--- src/rtl/sba_mem_responder.sv ---
// Single-port memory responder: grants a request after an optional
// fixed wait, performs a byte-masked write or full-word read, and
// returns a one-cycle response with an out-of-range error flag.
module sba_mem_responder #(
    parameter int unsigned BusWidth = 32,
    parameter int unsigned Depth    = 16,
    parameter int unsigned GntDelay = 0
) (
    input  logic                  clk_i,
    input  logic                  rst_i,
    input  logic                  req_i,
    input  logic [BusWidth-1:0]   add_i,
    input  logic                  we_i,
    input  logic [BusWidth-1:0]   wdata_i,
    input  logic [BusWidth/8-1:0] be_i,
    output logic                  gnt_o,
    output logic                  r_valid_o,
    output logic [BusWidth-1:0]   r_rdata_o,
    output logic                  err_o,
    output logic                  busy_o
);

    localparam int unsigned NumBytes = BusWidth / 8;
    localparam int unsigned OffW     = $clog2(NumBytes);
    localparam int unsigned IdxW     = $clog2(Depth);
    localparam int unsigned MemBytes = Depth * NumBytes;
    localparam int unsigned CntW     = 3;
    localparam int unsigned GntLoad  = (GntDelay > 0) ? (GntDelay - 1) : 0;
    localparam bit          NoDelay  = (GntDelay == 0);

    typedef enum logic [1:0] {
        IDLE = 2'd0,
        WAIT = 2'd1,
        RESP = 2'd2
    } state_e;

    state_e              state_q, state_d;
    logic [CntW-1:0]     cnt_q, cnt_d;
    logic [BusWidth-1:0] mem_q [Depth];
    logic [BusWidth-1:0] rdata_q;
    logic                err_q;
    logic [IdxW-1:0]     idx;
    logic                oor;

    // Word index from the address, ignoring the byte-offset bits
    assign idx = add_i[IdxW+OffW-1:OffW];
    assign oor = (add_i >= BusWidth'(MemBytes));

    // State and wait-counter registers
    always_ff @(posedge clk_i) begin
        if (rst_i) begin
            state_q <= IDLE;
            cnt_q   <= '0;
        end else begin
            state_q <= state_d;
            cnt_q   <= cnt_d;
        end
    end

    // Next-state: optional grant wait, abort on dropped request, single response cycle
    always_comb begin
        state_d = state_q;
        cnt_d   = cnt_q;
        unique case (state_q)
            IDLE: begin
                if (req_i) begin
                    if (NoDelay) begin
                        state_d = RESP;
                    end else begin
                        cnt_d   = CntW'(GntLoad);
                        state_d = WAIT;
                    end
                end
            end
            WAIT: begin
                if (!req_i) begin
                    cnt_d   = '0;
                    state_d = IDLE;
                end else if (cnt_q == '0) begin
                    state_d = RESP;
                end else begin
                    cnt_d = cnt_q - CntW'(1);
                end
            end
            RESP: begin
                state_d = IDLE;
            end
            default: begin
                state_d = IDLE;
            end
        endcase
    end

    // Outputs decoded from state; everything is held low while reset is asserted
    always_comb begin
        gnt_o     = 1'b0;
        r_valid_o = 1'b0;
        r_rdata_o = '0;
        err_o     = 1'b0;
        busy_o    = 1'b0;
        if (!rst_i) begin
            unique case (state_q)
                IDLE: begin
                    gnt_o = req_i && NoDelay;
                end
                WAIT: begin
                    busy_o = 1'b1;
                    gnt_o  = req_i && (cnt_q == '0);
                end
                RESP: begin
                    busy_o    = 1'b1;
                    r_valid_o = 1'b1;
                    r_rdata_o = rdata_q;
                    err_o     = err_q;
                end
                default: begin
                    busy_o = 1'b0;
                end
            endcase
        end
    end

    // Memory array and response capture, both updated at the grant edge
    always_ff @(posedge clk_i) begin
        if (rst_i) begin
            for (int i = 0; i < Depth; i++) begin
                mem_q[i] <= '0;
            end
            rdata_q <= '0;
            err_q   <= 1'b0;
        end else if (gnt_o) begin
            err_q   <= oor;
            rdata_q <= (!oor && !we_i) ? mem_q[idx] : '0;
            if (!oor && we_i) begin
                for (int b = 0; b < NumBytes; b++) begin
                    if (be_i[b]) begin
                        mem_q[idx][8*b +: 8] <= wdata_i[8*b +: 8];
                    end
                end
            end
        end
    end

endmodule

--- config.mk ---
export PLATFORM = sky130hd
export DESIGN_NAME = sba_mem_responder
export DESIGN_NICKNAME = d
export VERILOG_FILES = /design/src/rtl/sba_mem_responder.sv
export SDC_FILE = /design/constraint.sdc
export NUM_CORES = 1
export LEC_CHECK = 0
export CAP_MARGIN = 40
export CORE_MARGIN = 5
export CORE_UTILIZATION = 55
export CTS_CLUSTER_DIAMETER = 80
export CTS_CLUSTER_SIZE = 40
export DETAILED_ROUTE_END_ITERATION = 10
export GPL_TIMING_DRIVEN = 1
export HOLD_SLACK_MARGIN = 0.1
export PLACE_DENSITY = 0.75
export SETUP_SLACK_MARGIN = 0.1
export SYNTH_ARGS = -nofsm -noshare
export SYNTH_HDL_FRONTEND = slang
export SYNTH_SLANG_ARGS = --single-unit
--- constraint.sdc ---
create_clock -name clk_i -period 2.45 [get_ports clk_i]
set_input_delay 0.3675 -clock clk_i [delete_from_list [all_inputs] [get_ports clk_i]]
set_output_delay 0.3675 -clock clk_i [all_outputs]
set_load 0.005 [all_outputs]
==> results.ini, run 1 <==
[run_status]
status = completed

[clock_network]
clk_pin_slew_worst_paths_ns = 0.11
cts_setup_buffers = 0
clockRootBuffer = clkbuf_16
clock_insertion_delay_worst_skew_ns = 0.59
numCtsBuffers = 23
htreeDepth = 1
cts.sinks = 546
clockBufferDepth = 3
cts_tree = done

[power]
power.internal_uw = 13200
power_frac_clock_pct = 30.6
sequentialPowerShare_pct = 60.8
netSwitchingPower_uw = 4090
p_leak_uw = 0.0106
powerDensity_mw_per_mm2 = 602
power_frac_comb_pct = 8.6
max-vdd-ir-drop_v = 0.000593
switching_share_pct = 23.7

[route]
via_count = 15000
drtPass1Iterations = 5
routed_via_density = 6.10
drcViolationCount = 0
routed_wl_um = 61900
first_iter_violations = 1659
ant_nets = 0
post_drt_wl_per_cell_um = 25.2

[finish]
nets = 1926
multi_input_area_mm2 = 0.00710
diodes = 0
layout_commonest_cell = nor2_1
drive_gt1_share_pct = 21.2
area_growth_pct = 20.4
seq_area_mm2 = 0.0161
nFillCells = 2915
final_area_mm2 = 0.0287
final_cell_mix = nor2_1, edfxtp_1, mux4_2

[synthesis]
avgSynthCellArea_um2 = 14.2
syn_area_mm2 = 0.0238
synthArstFlopShare_pct = 0
yosys-top-cells-area = edfxtp_1, mux4_2, nor2_1
synth_warnings = 0
synth_top_area_share_pct = 64.6
synth_seq_cells = 546
yosys.cell_types.count = 37
synth_edf_count = 512
yosys.area.top_type = edfxtp_1
synth_fp_nets = 1748
synth.yosys.seq_area_share_pct = 67.4
synth_ff_type = edfxtp_1
synthCells = 1676

[worst_setup_path]
path_max_fanout = 18
worstPathRequired_ns = 2.08
cp.arrival_ns = 2.02
cp-start-kind = flop
cp-end-kind = output pin
setup.worst_path.class = reg -> out

[floorplanning]
start_util_pct = 55.4
rows = 76
die_w_um = 218
fp.coreArea_mm2 = 0.0430
io_pins = 108
die_area_mm2 = 0.0476
die_h_um = 218

[placement]
port_buffers = 105
dp_hpwl_um = 42000
dpl_cell_area_mm2 = 0.0277
globalplace.congestion = 0.830

[sta]
finalSetupViolCount = 0
grt_setup_unrepaired = yes
layout_min_cycle_time_ns = 2.39
timing.hold.ws_ns = 0.461
setup_tns_ns = 0
slew_violations = 0
max_slew_margin_pct = 41.8
finalHoldViolations = 0
final.setup_skew_ns = 0.0301
fmax_mhz = 418
worst_slew_pin_slew_ns = 0.874
finalCritPeriodShare_pct = 97.5

[global_route]
grt_max_degree = 67
grt_pass1_wl_um = 94000
grt_use_total_pct = 26.2
antenna_found_initial = 0
grt_pass1_vias = 15400
grt-ovfl-total = 0

[run]
maxCapViolations = 0

[min_path]
hold_class = in -> reg

final timing paths:
kind | cells after the start | end | slack (ns) | startpoint
worst max-delay path | 4 | r_rdata_o[31] | 0.06 | state_q[1]$_SDFFE_PP0P_
worst min register to register | 1 | rdata_q[10]$_SDFFE_PP0P_ | 0.48 | rdata_q[10]$_SDFFE_PP0P_
worst max register to register | 5 | mem_q[12][15]$_SDFFCE_PN0P_ | 0.35 | state_q[1]$_SDFFE_PP0P_
worst min-delay path | 5 | state_q[1]$_SDFFE_PP0P_ | 0.46 | rst_i
cell families (layout without fill, tap and decap cells):
kind of cell,Yosys count,count (layout),share of synthesized area (%)
muxes,130,130,12.2
AOI/OAI and AO/OA,161,161,5.27
DFF,546,546,67.4
buffers and inverters,157,351,2.90
and+or+nand+nor,682,682,12.2
area by class of cell:
type / instances / share of cell area (%)
multi-input cells: 973 / 24.8
inverters: 2 / 0.0262
clock buffers: 23 / 2.01
well taps: 585 / 2.55
flip-flops and latches: 546 / 56.0
clock inverters: 18 / 1.08
repair buffers: 308 / 13.6
timing repair:
item / in CTS / in global routing
pin swaps: 0 / 0
endpoints found under the setup margin: 34 / 32
gates resized for setup: 10 / 31
hold endpoints to repair: 0 / 0
hold buffers: 0 / 0
flip-flops by register name (all words and copies together), names as in the netlist:
signal / flops
err_q: 1
state_q: 1
mem_q: 512
rdata_q: 32
routing by layer:
layer	GRT usage [%]	part of all wire [%]	up-vias
met2	45.9	53	772
met4	6.59	2.7	0
met1	34.9	35	7607
li1	-	-	6493
met3	3.85	9.3	100
met5	0	0	-
synth_stat cells, types with 5 or more instances:
library cell,instances
a22o_1,31
a22oi_1,62
dfxtp_1,34
mux4_2,128
nand3_1,16
nor3_1,5
buf_2,27
a21o_1,64
nand2_1,70
buf_4,16
and2_1,37
clkbuf_1,110
nor4_4,7
nor2_1,525
edfxtp_1,512
stage by stage:
stage / total power (µW) / util [%] / std cells / setup slack [ns]
6_report: 17300 / 66.7 / 2455 / 0.0603
5_1_grt: 17800 / 66.7 / 2455 / 0.00267
4_1_cts: 17300 / 66.6 / 2455 / 0.0306
3_5_place_dp: 12200 / 64.5 / 2414 / -0.238
3_3_place_gp: 12100 / 64.4 / 2413 / -0.153
2_1_floorplan: 11400 / - / 1676 / 0.284
critical path, cell delays in order (launching register included):
cell and delay [ns]:
dfxtp_2 0.36, nor2b_4 0.21, buf_12 0.18, and2_1 0.18, clkdlybuf4s50_1 0.52
power by group through the flow:
stage	clock network, µW	registers, µW	logic [µW]
after floorplan	0	10700	733
after global placement	0	10700	1440
after detailed placement	0	10700	1480
after CTS	5320	10500	1490
after global routing	5690	10500	1560
final	5280	10500	1480
(Power assumes the default switching activity.)
==> run 2: changes to the inputs <==
--- a/config.mk
+++ b/config.mk
@@ -9,7 +9,7 @@
 export CORE_MARGIN = 5
 export CORE_UTILIZATION = 55
 export CTS_CLUSTER_DIAMETER = 80
-export CTS_CLUSTER_SIZE = 40
+export CTS_CLUSTER_SIZE = 8
 export DETAILED_ROUTE_END_ITERATION = 10
 export GPL_TIMING_DRIVEN = 1
 export HOLD_SLACK_MARGIN = 0.1
==> run 2 against run 1 <==
  * Maximum frequency up 4.5%
  * Critical path depth unchanged
  * Worst hold slack better by 0.0032 ns
  * Core utilization up 3.3 points
  * Clock power up 91%
  * First-iteration DRC count up 16%
  * Setup slack better by 0.10 ns
  * Sequential cell count unchanged
  * Largest power group unchanged
==> results.ini, run 2 (synthesized netlist as in run 1, its figures left out) <==
[run_status]
status = completed

[worst_setup_path]
cp.arrival_ns = 1.92  ; -0.10 ns
reg2regPathDepth = 5  ; unchanged
worstPathRequired_ns = 2.08  ; about the same
cp-start-kind = flop
cp-end-kind = output pin
setup.worst_path.class = reg -> out
path_max_fanout = 17  ; -1

[power]
powerDensity_mw_per_mm2 = 734  ; +22%
max-vdd-ir-drop_v = 0.000735  ; +24%
p_leak_uw = 0.0113  ; +6.5%

[route]
post_drt_wl_per_cell_um = 25.6  ; +1.7%
via_count = 15700  ; +5.1%
ant_nets = 0  ; unchanged
drtPass1Iterations = 6  ; +1
first_iter_violations = 1926  ; +16%
routed_via_density = 6.16  ; +1.0%
routed_wl_um = 65500  ; +5.9%
drcViolationCount = 0  ; unchanged

[floorplanning]
die_h_um = 218  ; unchanged
fp.coreArea_mm2 = 0.0430  ; unchanged
rows = 76  ; unchanged
io_pins = 108  ; unchanged
die_area_mm2 = 0.0476  ; unchanged
die_w_um = 218  ; unchanged
start_util_pct = 55.4  ; unchanged

[clock_network]
numCtsBuffers = 78  ; +240%
hold_buffers = 0  ; unchanged
htreeDepth = 3  ; +2
clockRootBuffer = clkbuf_16
clk_pin_slew_worst_paths_ns = 0.05  ; -0.06 ns
clockBufferDepth = 3  ; unchanged
cts_tree = done
clock_insertion_delay_worst_skew_ns = 0.59  ; about the same
cts.sinks = 546  ; unchanged

[finish]
final_cell_mix = nor2_1, edfxtp_1, mux4_2
reg.largest.list = mem_q x512, rdata_q x32
nets = 1981  ; +2.9%
drive_gt1_share_pct = 22.5  ; +1.3 points
largest_register_ffs = 512  ; unchanged
layout_commonest_cell = nor2_1
regMostFlops = mem_q
final_area_mm2 = 0.0301  ; +5.0%
area_growth_pct = 26.4

[min_path]
hold_class = in -> reg
hold_path_depth = 5  ; unchanged

[placement]
dp_hpwl_um = 42000  ; unchanged
dpl_cell_area_mm2 = 0.0277  ; unchanged
port_buffers = 105  ; unchanged
globalplace.congestion = 0.830  ; unchanged

[global_route]
grt_use_total_pct = 28.0  ; +1.8 points
grt_max_degree = 67  ; unchanged
grt_pass1_vias = 16300  ; +5.5%
antenna_found_initial = 1  ; +1
grt_pass1_wl_um = 99100  ; +5.4%
grt-ovfl-total = 0  ; unchanged

[sta]
finalSetupViolCount = 0  ; unchanged
max_slew_margin_pct = 41.7  ; -0.081 points
worst_slew_pin_slew_ns = 0.875  ; +0.00122 ns
grt_setup_unrepaired = no
finalCritPeriodShare_pct = 93.4  ; -4.2 points
timing.hold.ws_ns = 0.464  ; +0.00316 ns
finalHoldViolations = 0  ; unchanged
fmax_mhz = 437  ; +4.5%
slew_violations = 0  ; unchanged
layout_min_cycle_time_ns = 2.29  ; -0.102 ns
final.setup_skew_ns = 0.0179  ; -0.0122 ns

[run]
maxCapViolations = 0  ; unchanged

==> run 2: cell types whose count changed in the layout (fill, tap and decap cells not counted), sizes merged <==
cell           change
clkdlybuf4s15      +1
clkinvlp           -1
inv                -7
clkinv             -6
clkdlybuf4s50      +1
clkbuf           +111
dlymetal6s2s       +1
diode              +2
dlygate4sd2        -2
==> run 2: worst paths after layout <==
kind,start,to,slack (ns)
worst max-delay path,state_q[1]$_SDFFE_PP0P_,r_rdata_o[10],0.16
worst min-delay path,rst_i,state_q[1]$_SDFFE_PP0P_,0.46
worst max register to register,state_q[1]$_SDFFE_PP0P_,mem_q[4][11]$_SDFFCE_PN0P_,0.37
worst min register to register,rdata_q[10]$_SDFFE_PP0P_,rdata_q[10]$_SDFFE_PP0P_,0.47
==> run 2: timing repair <==
item | in CTS | in global routing
setup buffers | 0 | 0
endpoints found under the setup margin | 34 | 34
gates resized for setup | 4 | 37
==> run 2: worst max-delay path, cell delays in order (launching register included) <==
cell and delay, ns:
dfxtp_2 0.34, nor2b_4 0.21, buf_12 0.16, and2_1 0.13
clkdlybuf4s50_1 0.49
==> run 2: final cells by class <==
cell class	count	area, µm²
diodes	2	5.00
clock buffers	135	2250
clock inverters	4	42.5
fillers	2697	12900
inverters	2	7.51
multi-input cells	973	7110
flip-flops and latches	546	16100
well taps	585	732
repair buffers	308	3910
==> run 2: routing by layer <==
metal	part of all wire [%]	vias up	wire (µm)	global-route usage (%)
met4	3.9	0	2550	10.6
met5	0	-	0	0
met3	9.8	164	6450	5.43
li1	-	6674	-	-
met1	34	7931	22400	35.4
met2	52	968	34100	48.4
==> run 2: metrics by stage <==
| stage | setup slack, ns | total power (µW) | instances | utilization, % | setup TNS, ns |
|---|---|---|---|---|---|
| after floorplan | 0.284 | 11400 | 1676 | - | 0 |
| after global placement | -0.153 | 12100 | 2413 | 64.4 | -54.27 |
| after detailed placement | -0.238 | 12200 | 2414 | 64.5 | -79.84 |
| after CTS | 0.00499 | 22200 | 2553 | 69.8 | 0 |
| after global routing | 0.105 | 22700 | 2554 | 70.0 | 0 |
| final | 0.163 | 22100 | 2555 | 70.0 | 0 |
==> run 2: where the power goes <==
group	internal [µW]	total, µW	switching (µW)
clock	6180	10100	3880
sequential	10500	10500	83.5
combinational	746	1500	752
==> run 3: changes to the inputs <==
--- a/config.mk
+++ b/config.mk
@@ -15,6 +15,7 @@
 export HOLD_SLACK_MARGIN = 0.1
 export PLACE_DENSITY = 0.75
 export SETUP_SLACK_MARGIN = 0.1
+export SKIP_LAST_GASP = 1
 export SYNTH_ARGS = -nofsm -noshare
 export SYNTH_HDL_FRONTEND = slang
 export SYNTH_SLANG_ARGS = --single-unit
==> run 3 against run 2 <==
  * Global-route usage did not move
  * First-iteration DRC count fell by 0.67%
  * Routed wire length barely moved
  * Total power barely moved
  * Largest cell class unchanged
  * Via count fell by 0.67%
  * Combinational power barely moved
  * Design area fell by 0.28%
  * Die area did not move
  * Maximum frequency fell by 5.7%
==> results.ini, run 3 (synthesized netlist as in run 1, its figures left out) <==
[global_route]
grt_max_degree = 67  ; unchanged
antenna_found_initial = 1  ; unchanged
grt_use_total_pct = 28.0  ; unchanged
grt_pass1_vias = 16300  ; unchanged
grt_util_met1_pct = 35.4  ; unchanged
grt_most_used_layer = met2
grt-ovfl-total = 0  ; unchanged
grt_use_met3_pct = 5.43  ; unchanged
use_met2_pct = 48.4  ; unchanged
grt_pass1_wl_um = 99100  ; unchanged

[finish]
regMostFlops = mem_q
reg.largest.list = mem_q x512, rdata_q x32
final_area_mm2 = 0.0300  ; -0.28%
drive_gt1_share_pct = 22.4  ; -0.15 points
area_growth_pct = 26.1
final_core_util_pct = 69.9  ; -0.20 points
nets = 1981  ; unchanged
largest_register_ffs = 512  ; unchanged
layout_commonest_cell = nor2_1
final_cell_mix = nor2_1, edfxtp_1, mux4_2

[floorplanning]
fp.coreArea_mm2 = 0.0430  ; unchanged
die_area_mm2 = 0.0476  ; unchanged
rows = 76  ; unchanged
die_w_um = 218  ; unchanged
io_pins = 108  ; unchanged
start_util_pct = 55.4  ; unchanged
die_h_um = 218  ; unchanged

[clock_network]
clockRootBuffer = clkbuf_16
cts.sinks = 546  ; unchanged
cts_setup_buffers = 0  ; unchanged
numCtsBuffers = 78  ; unchanged
cts_tree = done
htreeDepth = 3  ; unchanged
clock_insertion_delay_worst_skew_ns = 0.59  ; about the same
clockBufferDepth = 3  ; unchanged
clk_pin_slew_worst_paths_ns = 0.05  ; about the same

[min_path]
hold_class = reg -> reg
hold_path_depth = 1  ; -4
hold_end = rdata_q[10]$_SDFFE_PP0P_
hold_start = rdata_q[10]$_SDFFE_PP0P_

[sta]
layout_min_cycle_time_ns = 2.43  ; +0.139 ns
finalSetupViolCount = 0  ; unchanged
timing.hold.ws_ns = 0.467  ; +0.00271 ns
final.setup_skew_ns = 0.0175  ; -0.000357 ns
slew_violations = 0  ; unchanged
finalCritPeriodShare_pct = 99.0  ; +5.7 points
max_slew_margin_pct = 40.9  ; -0.77 points
fmax_mhz = 412  ; -5.7%
grt_setup_unrepaired = yes
worst_slew_pin_slew_ns = 0.886  ; +0.0116 ns
finalHoldViolations = 0  ; unchanged

[route]
via_count = 15600  ; -0.67%
ant_nets = 0  ; unchanged
drtPass1Iterations = 5  ; -1
routed_wl_um = 65500  ; about the same
routed_via_density = 6.12  ; -0.63%
post_drt_wl_per_cell_um = 25.7  ; about the same
first_iter_violations = 1913  ; -0.67%
drcViolationCount = 0  ; unchanged

[run]
maxCapViolations = 0  ; unchanged

[worst_setup_path]
cp.arrival_ns = 2.06  ; +0.14 ns
r2r-end = mem_q[4][11]$_SDFFCE_PN0P_
path_max_fanout = 19  ; +2
cp-end-kind = output pin
cp-start-kind = flop
worstPathRequired_ns = 2.08  ; about the same
timing.rr.start = state_q[1]$_SDFFE_PP0P_
timing.reg2reg.setup_slack_ns = 0.37  ; about the same
setup.worst_path.class = reg -> out
reg2regPathDepth = 5  ; unchanged

[placement]
port_buffers = 105  ; unchanged
dp_hpwl_um = 42000  ; unchanged
dpl_cell_area_mm2 = 0.0277  ; unchanged
globalplace.congestion = 0.830  ; unchanged

[power]
powerDensity_mw_per_mm2 = 735  ; +0.20%
p_leak_uw = 0.0107  ; -5.0%
max-vdd-ir-drop_v = 0.000734  ; about the same

[run_status]
status = completed

-- run 3: cell count changes in the layout (fill, tap and decap cells not counted), sizes merged --
cell,delta
clkdlybuf4s50,+30
dlymetal6s2s,-30
diode,-1
-- run 3: worst max path at each step --
stage	from	endpoint	slack (ns)
2_1_floorplan	add_i[16]	mem_q[3][16]$_SDFFCE_PN0P_	0.28
3_3_place_gp	add_i[4]	rdata_q[0]$_SDFFE_PP0P_	-0.15
3_5_place_dp	add_i[25]	mem_q[4][12]$_SDFFCE_PN0P_	-0.24
4_1_cts	state_q[1]$_SDFFE_PP0P_	r_rdata_o[15]	0.005
5_1_grt	state_q[1]$_SDFFE_PP0P_	r_rdata_o[25]	-0.04
6_report	state_q[1]$_SDFFE_PP0P_	r_rdata_o[31]	0.02
-- run 3: report_power, final --
group	switching, µW	total [µW]	internal (µW)
Sequential	83.8	10500	10500
Clock	3860	10000	6180
Combinational	752	1500	746
Total	4690	22100	17400
-- run 3: cell type report --
type,count,area (µm²)
fillers,2719,13000
clock inverters,4,42.5
clock buffers,135,2250
diodes,1,2.50
inverters,2,7.51
flip-flops and latches,546,16100
well taps,585,732
repair buffers,308,3830
multi-input cells,973,7100
-- run 3: worst max-delay path, stage by stage (launching register included) --
cell	delay, ns
dfxtp_1	0.36
nor2b_4	0.23
buf_12	0.20
and2_1	0.18
clkdlybuf4s50_1	0.52
-- run 3: layer usage --
metal | vias to the layer above | share of wire (%)
li1 | 6674 | -
met1 | 7838 | 34
met2 | 967 | 52
met3 | 153 | 11
met4 | 0 | 3.8
met5 | - | 0
-- run 3: through the flow --
stage               total power [µW]  setup slack, ns  TNS [ns]  instances
floorplan                      11400            0.284         0       1676
global placement               12100           -0.153    -54.27       2413
detailed placement             12200           -0.238    -79.84       2414
CTS                            22200          0.00499         0       2553
global route                   22700          -0.0360    -0.140       2554
finish                         22100           0.0241         0       2554
-- run 3: timing repair --
action,in CTS,in global routing
hold buffers,0,0
endpoints found under the setup margin,34,34
resized for setup,4,4
